==> src/rtl/alu_cmd_issue_pkg.sv <==
// Shared definitions for the ALU command front-end: opcodes, flag bit positions
// and the packed command word that travels through the FIFO.
package alu_cmd_issue_pkg;

    localparam logic [2:0] OP_ADD  = 3'b000;
    localparam logic [2:0] OP_SUB  = 3'b001;
    localparam logic [2:0] OP_AND  = 3'b011;
    localparam logic [2:0] OP_OR   = 3'b100;
    localparam logic [2:0] OP_XOR  = 3'b101;
    localparam logic [2:0] OP_LESS = 3'b110;
    localparam logic [2:0] OP_EQ   = 3'b111;

    localparam int FLG_ZERO = 0;
    localparam int FLG_OVER = 1;
    localparam int FLG_COUT = 2;
    localparam int FLG_LESS = 3;

    localparam int CMD_W = 11;

    typedef struct packed {
        logic [3:0] a;
        logic [3:0] b;
        logic [2:0] op;
    } cmd_t;

    // Only add and subtract produce a meaningful signed overflow.
    function automatic logic is_arith(input logic [2:0] op);
        return (op == OP_ADD) || (op == OP_SUB);
    endfunction

endpackage

==> src/rtl/alu_cmd_issue_fifo.sv <==
// Synchronous command FIFO; pointers carry an extra wrap bit so full and empty
// are distinguishable when the indices match.
module alu_cmd_fifo #(
    parameter int DEPTH = 4,
    parameter int W     = 11
) (
    input  logic         clk,
    input  logic         rst,
    input  logic         push,
    input  logic         pop,
    input  logic [W-1:0] din,
    output logic         full,
    output logic         empty,
    output logic [W-1:0] head
);

    localparam int AW = $clog2(DEPTH);

    logic [AW:0]  wr_ptr_q, wr_ptr_d;
    logic [AW:0]  rd_ptr_q, rd_ptr_d;
    logic [W-1:0] mem_q [DEPTH];
    logic [W-1:0] mem_d [DEPTH];
    logic         push_en_s;
    logic         pop_en_s;

    // Status flags, qualified push/pop and next pointer/storage state.
    always_comb begin
        full      = (wr_ptr_q[AW] != rd_ptr_q[AW]) && (wr_ptr_q[AW-1:0] == rd_ptr_q[AW-1:0]);
        empty     = (wr_ptr_q == rd_ptr_q);
        push_en_s = push && !full;
        pop_en_s  = pop && !empty;
        head      = mem_q[rd_ptr_q[AW-1:0]];
        mem_d     = mem_q;
        if (push_en_s) begin
            wr_ptr_d                    = wr_ptr_q + {{AW{1'b0}}, 1'b1};
            mem_d[wr_ptr_q[AW-1:0]]     = din;
        end else begin
            wr_ptr_d = wr_ptr_q;
        end
        if (pop_en_s) begin
            rd_ptr_d = rd_ptr_q + {{AW{1'b0}}, 1'b1};
        end else begin
            rd_ptr_d = rd_ptr_q;
        end
    end

    // Pointer and storage registers.
    always_ff @(posedge clk) begin
        if (rst) begin
            wr_ptr_q <= '0;
            rd_ptr_q <= '0;
            mem_q    <= '{default: '0};
        end else begin
            wr_ptr_q <= wr_ptr_d;
            rd_ptr_q <= rd_ptr_d;
            mem_q    <= mem_d;
        end
    end

endmodule

==> src/rtl/alu_cmd_issue.sv <==
// Command front-end for the 4-bit ALU: queues commands, drives the ALU from the
// FIFO head, captures results into a valid/ready slot and counts overflows.
module alu_cmd_issue
    import alu_cmd_issue_pkg::*;
#(
    parameter int DEPTH = 4,
    parameter int CNT_W = 8
) (
    input  logic             clk,
    input  logic             rst,
    input  logic             cmd_valid,
    output logic             cmd_ready,
    input  logic [3:0]       cmd_a,
    input  logic [3:0]       cmd_b,
    input  logic [2:0]       cmd_op,
    output logic [3:0]       alu_a,
    output logic [3:0]       alu_b,
    output logic [2:0]       alu_ch,
    input  logic [3:0]       alu_f,
    input  logic             alu_zero,
    input  logic             alu_over,
    input  logic             alu_cout,
    input  logic             alu_less,
    output logic             res_valid,
    input  logic             res_ready,
    output logic [3:0]       res_f,
    output logic [3:0]       res_flags,
    output logic [2:0]       res_op,
    output logic [CNT_W-1:0] ovf_cnt
);

    cmd_t             cmd_in_s;
    cmd_t             head_s;
    logic             full_s;
    logic             empty_s;
    logic             issue_s;

    logic             res_valid_q, res_valid_d;
    logic [3:0]       res_f_q,     res_f_d;
    logic [3:0]       res_flags_q, res_flags_d;
    logic [2:0]       res_op_q,    res_op_d;
    logic [CNT_W-1:0] ovf_cnt_q,   ovf_cnt_d;

    alu_cmd_fifo #(
        .DEPTH (DEPTH),
        .W     (CMD_W)
    ) u_fifo (
        .clk   (clk),
        .rst   (rst),
        .push  (cmd_valid),
        .pop   (issue_s),
        .din   (cmd_in_s),
        .full  (full_s),
        .empty (empty_s),
        .head  (head_s)
    );

    // Issue decision, ALU drive and next result-slot / counter state.
    always_comb begin
        cmd_in_s.a  = cmd_a;
        cmd_in_s.b  = cmd_b;
        cmd_in_s.op = cmd_op;
        cmd_ready   = !full_s;
        issue_s     = !empty_s && (!res_valid_q || res_ready);

        if (empty_s) begin
            alu_a  = 4'd0;
            alu_b  = 4'd0;
            alu_ch = 3'b000;
        end else begin
            alu_a  = head_s.a;
            alu_b  = head_s.b;
            alu_ch = head_s.op;
        end

        res_valid_d = res_valid_q;
        res_f_d     = res_f_q;
        res_flags_d = res_flags_q;
        res_op_d    = res_op_q;
        ovf_cnt_d   = ovf_cnt_q;

        // A new result overwrites the slot in the same cycle the old one is taken.
        if (issue_s) begin
            res_valid_d           = 1'b1;
            res_f_d               = alu_f;
            res_flags_d[FLG_ZERO] = alu_zero;
            res_flags_d[FLG_OVER] = alu_over;
            res_flags_d[FLG_COUT] = alu_cout;
            res_flags_d[FLG_LESS] = alu_less;
            res_op_d              = head_s.op;
        end else if (res_valid_q && res_ready) begin
            res_valid_d = 1'b0;
        end else begin
            res_valid_d = res_valid_q;
        end

        if (issue_s && is_arith(head_s.op) && alu_over && (ovf_cnt_q != {CNT_W{1'b1}})) begin
            ovf_cnt_d = ovf_cnt_q + {{(CNT_W-1){1'b0}}, 1'b1};
        end else begin
            ovf_cnt_d = ovf_cnt_q;
        end
    end

    // Result slot and overflow counter registers.
    always_ff @(posedge clk) begin
        if (rst) begin
            res_valid_q <= 1'b0;
            res_f_q     <= 4'd0;
            res_flags_q <= 4'd0;
            res_op_q    <= 3'b000;
            ovf_cnt_q   <= '0;
        end else begin
            res_valid_q <= res_valid_d;
            res_f_q     <= res_f_d;
            res_flags_q <= res_flags_d;
            res_op_q    <= res_op_d;
            ovf_cnt_q   <= ovf_cnt_d;
        end
    end

    assign res_valid = res_valid_q;
    assign res_f     = res_f_q;
    assign res_flags = res_flags_q;
    assign res_op    = res_op_q;
    assign ovf_cnt   = ovf_cnt_q;

endmodule

==> config.mk <==
export PLATFORM = sky130hd
export DESIGN_NAME = alu_cmd_issue
export DESIGN_NICKNAME = d
export VERILOG_FILES = /design/src/rtl/alu_cmd_issue_pkg.sv /design/src/rtl/alu_cmd_issue_fifo.sv /design/src/rtl/alu_cmd_issue.sv
export SDC_FILE = /design/constraint.sdc
export NUM_CORES = 1
export LEC_CHECK = 0
export CORE_UTILIZATION = 31
export CTS_CLUSTER_DIAMETER = 60
export DETAILED_ROUTE_END_ITERATION = 6
export GPL_ROUTABILITY_DRIVEN = 0
export PLACE_DENSITY_LB_ADDON = 0.1
export SYNTH_ARGS = -nofsm -noshare
export SYNTH_HDL_FRONTEND = slang
export SYNTH_SLANG_ARGS = --single-unit
export TNS_END_PERCENT = 5
==> constraint.sdc <==
create_clock -name clk -period 2.87 [get_ports clk]
set_input_delay 0.287 -clock clk [delete_from_list [all_inputs] [get_ports clk]]
set_output_delay 0.287 -clock clk [all_outputs]
set_load 0.02 [all_outputs]
==> run summary <==
The flow ran to the end, and the final reports show no timing, DRC or antenna violations. Tightest slew margin relative to the limit: 60.09%. The maximum clock rate came out at 382.6 MHz. The detailed-routing iteration count for the pre-antenna-repair pass was 7; the number of sinks on the clock net was 70. At the end of the flow, the number of nets in the layout was 445. For the maximum buffer depth of the clock tree, the log shows 2. The number of global-route vias before repair is 2421. The share of synthesized area in the top cell type comes to 45.96%. The share of total power dissipated in combinational logic is 31.5%. The fraction of power spent switching nets came out at 33.04%. In the detailed route, the total length drawn on met3 is 389 um. Final hold analysis gives a worst-case slack of 0.3254 ns. The logs give 55 for the total I/O pin count and 3 for the number of levels in the clock H-tree. The critical path startpoint category is a flip-flop. During synthesis, Yosys emitted a total of 0 warnings. Once detailed placement completed, the half-perimeter wirelength came to 5.090 mm.

TritonCTS built the clock tree. The commonest cells after synthesis are 121 x sky130_fd_sc_hd__nand2_1, 70 x sky130_fd_sc_hd__dfxtp_1, 61 x sky130_fd_sc_hd__a21oi_1. In the post-synthesis netlist, the biggest area contributors are sky130_fd_sc_hd__dfxtp_1 46%, sky130_fd_sc_hd__nand2_1 15%, sky130_fd_sc_hd__a21oi_1 10%.

Among all stages on the critical path, the largest delay is contributed by sky130_fd_sc_hd__clkdlybuf4s50_1. For the cell count after synthesis, the log shows 366. The clock root buffer was sky130_fd_sc_hd__clkbuf_8. In this run the horizontal extent of the chip is 101.2 um. For this run, the share of the core covered by cells in the final layout is 42.03%.

The total area inside the core boundary comes to 9371 um2. Registers take 1401 um2. The most common cell in the synthesized netlist was sky130_fd_sc_hd__nand2_1.

In the final layout, the share of cells above drive strength 1 is 9.739%. Counting the buffers created by CTS gives 9. The logs give 30.2% for the power share of the clock group and 2945 uW for the sum of internal, switching and leakage power. The floorplan step defined a die boundary enclosing 10240 um2. Max-cap violation count: 0. The tools report the final number of hold-violating endpoints as 0. The logs give 0 for the number of endpoints failing setup at the final stage and 35 for the number of placement rows. For this run, asynchronously set or reset flops after synthesis account for 0%. Summed over all layers, the global routing overflow is 0. The post-layout instance count excluding filler cells is 550. Post-CTS repair changed the size of 0 cells. The initial antenna violation count is 0, and the number of pins exceeding their max-slew limit in the final report is 0. The clock transition at the registers of the reported paths came out at 0.07 ns. STA classifies the critical path endpoint as a primary output.

Cell internal power was estimated by the tool at 1972 uW. Global routing used 16.29% of the available tracks across all layers. The layout has 971 filler cells.

The average routed wire per standard cell came out at 14.25 um. The biggest area contributor in the post-synthesis netlist is sky130_fd_sc_hd__dfxtp_1. The leakage power total was 0.001362 uW; the number of design rule violations left after detail routing was 0. The total routed wirelength is 7.835 mm, and the sequential group share of total power is 38.3%. At the pin with the least slew margin, the transition time is 0.5986 ns. The switching component of the power came out at 973.3 uW. In the synthesized netlist the dominant register cell turns out to be sky130_fd_sc_hd__dfxtp_1.

The critical path is of the flip-flop to primary output type. The number of buffers inserted by post-CTS setup repair was 0; the post-route clock skew was 0.009627 ns. The highest layer touched by signal routing is met4. For the worst-skew pair, the clock arrives at the later sink with an insertion delay of 0.35 ns. Data on the critical path arrives at its endpoint at 2.33 ns.

The number of register bits inferred by synthesis is 70, and the post-synthesis instance area is 3049 um2. The mean cell area of the mapped netlist was 8.331 um2; the power per cell area was 747.8 nW/um2. The pin count of the biggest net entering global routing was 55. Port buffering added 54 buffers. The clock period could shrink to 2.614 ns. The number of distinct library cells after synthesis came out at 33. Data on the critical path is required at its endpoint by 2.58 ns. Setup repair after global routing left no endpoint under its margin. For this configuration, the core starts out at a cell density of 32.54%. The net count after synthesis is 395, and the number of antenna-violating nets in the routed design is 0.

From bottom edge to top edge, the die measures 101.2 um. In this run the worst hold path is classified as input pin to flip-flop. In the final timing run, aggregate negative setup slack is 0 ns.

Traced cell by cell, the critical path runs through xnor2_1 -> and3_1 -> buf_4 -> nor2b_1 -> clkdlybuf4s50_1. The fraction of the cycle the final worst path needs works out to 91.07%. The routed metal-1 wirelength was 3.743 mm.

The maximum cell stage delay along the critical path was 0.54 ns; the area used by multi-input combinational logic was 1535 um2. The worst voltage drop across the vdd grid was 0.0003690 V; the wire length of the first global-routing pass was 12.50 mm. Counting flops with a built-in enable in the synthesized netlist gives 0. The routed via count was 2563; the number of hold-repair buffers added at the cts stage was 0. Summed over all nets, wire length on met2 after detailed routing comes to 3.631 mm. In the routed layout, each cell is associated on average with a via count of 4.660. The layout overhead on the synthesized area is 29.18%, and the number of placed instances with taps included is 534. After the first detailed-routing iteration, the DRC count stood at 66.

In this run the worst path has a maximum fanout of 8. The number of antenna diodes in the final layout is 0. The proportion of synthesized chip area in sequential cells is 45.96%.
==> critical path, delay by kind of cell, from the launching register on <==
kind          cells  cell delay (ns)
buf+inv           2             0.77
simple gates      2             0.45
xor+xnor          1             0.39
flops             1             0.38
==> worst paths after layout <==
path         slack, ns  cells past startpoint               end               start
max               0.26                      5          alu_a[2]  u_fifo.wr_ptr_q[0]
min               0.33                      2        ovf_cnt[1]                 rst
max reg2reg       0.49                      6        ovf_cnt[5]  u_fifo.rd_ptr_q[1]
min reg2reg       0.45                      2  u_fifo.mem_q[23]    u_fifo.mem_q[23]
==> final cells by class <==
type | instances | area share [%]
Tap cell | 129 | 4.098
Inverter | 6 | 0.5718
Sequential cell | 70 | 35.58
Timing Repair Buffer | 62 | 15.12
Clock inverter | 6 | 2.160
Multi-Input combinational cell | 267 | 38.98
Clock buffer | 10 | 3.494
==> registers in the layout, summed over array words and instances (netlist names) <==
name and flops:
res_f 4, res_flags 4, u_fifo.rd_ptr_q 3, res_op 3
u_fifo.wr_ptr_q 3, u_fifo.mem_q 44, ovf_cnt 8, res_valid 1
==> cells in the final DEF (no fill, tap or decap), drive strengths merged, types with 3 or more instances in the layout <==
cell / synthesis / routed
a21oi: 61 / 61
nor2b: 13 / 13
nand3: 7 / 7
xnor2: 6 / 6
buf: 5 / 9
ha: 6 / 6
a31oi: 3 / 3
dfxtp: 70 / 70
xor2: 4 / 4
inv: 6 / 6
and2: 4 / 4
mux4: 11 / 11
clkdlybuf4s50: 0 / 53
clkbuf: 18 / 10
nor2: 11 / 11
nand2: 122 / 122
==> power by group through the flow <==
| stage | combinational, uW | sequential, uW | clock, uW |
|---|---|---|---|
| floorplan | 512 | 1210 | 0 |
| global placement | 935 | 1150 | 0 |
| detailed placement | 940 | 1150 | 0 |
| CTS | 944 | 1130 | 915 |
| global route | 1020 | 1140 | 956 |
| finish | 926 | 1130 | 891 |
==> cell families after synthesis <==
group | Yosys count | share of synthesized area [%]
AND/OR/NAND/NOR | 168 | 23.84
XOR/XNOR | 10 | 2.872
adder cells (fa/ha/maj) | 6 | 2.462
flip-flops | 70 | 45.96
AO/OA/AOI/OAI | 70 | 12.35
multiplexers | 13 | 8.822
buffers and inverters | 29 | 3.693
==> metal layers <==
metal	up-vias	GRT usage (%)
met5	-	0
met4	0	4.682
met3	8	4.693
met2	60	26.95
met1	1171	20.70
li1	1324	-
==> per-stage QoR <==
stage,cell area [um2],setup WS (ns)
finish,3939,0.2564
global route,3939,0.03716
CTS,3939,0.2256
detailed placement,3716,0.5164
global placement,3716,0.5393
floorplan,3049,0.7681
Note: power is estimated with default switching activity, not from simulation.
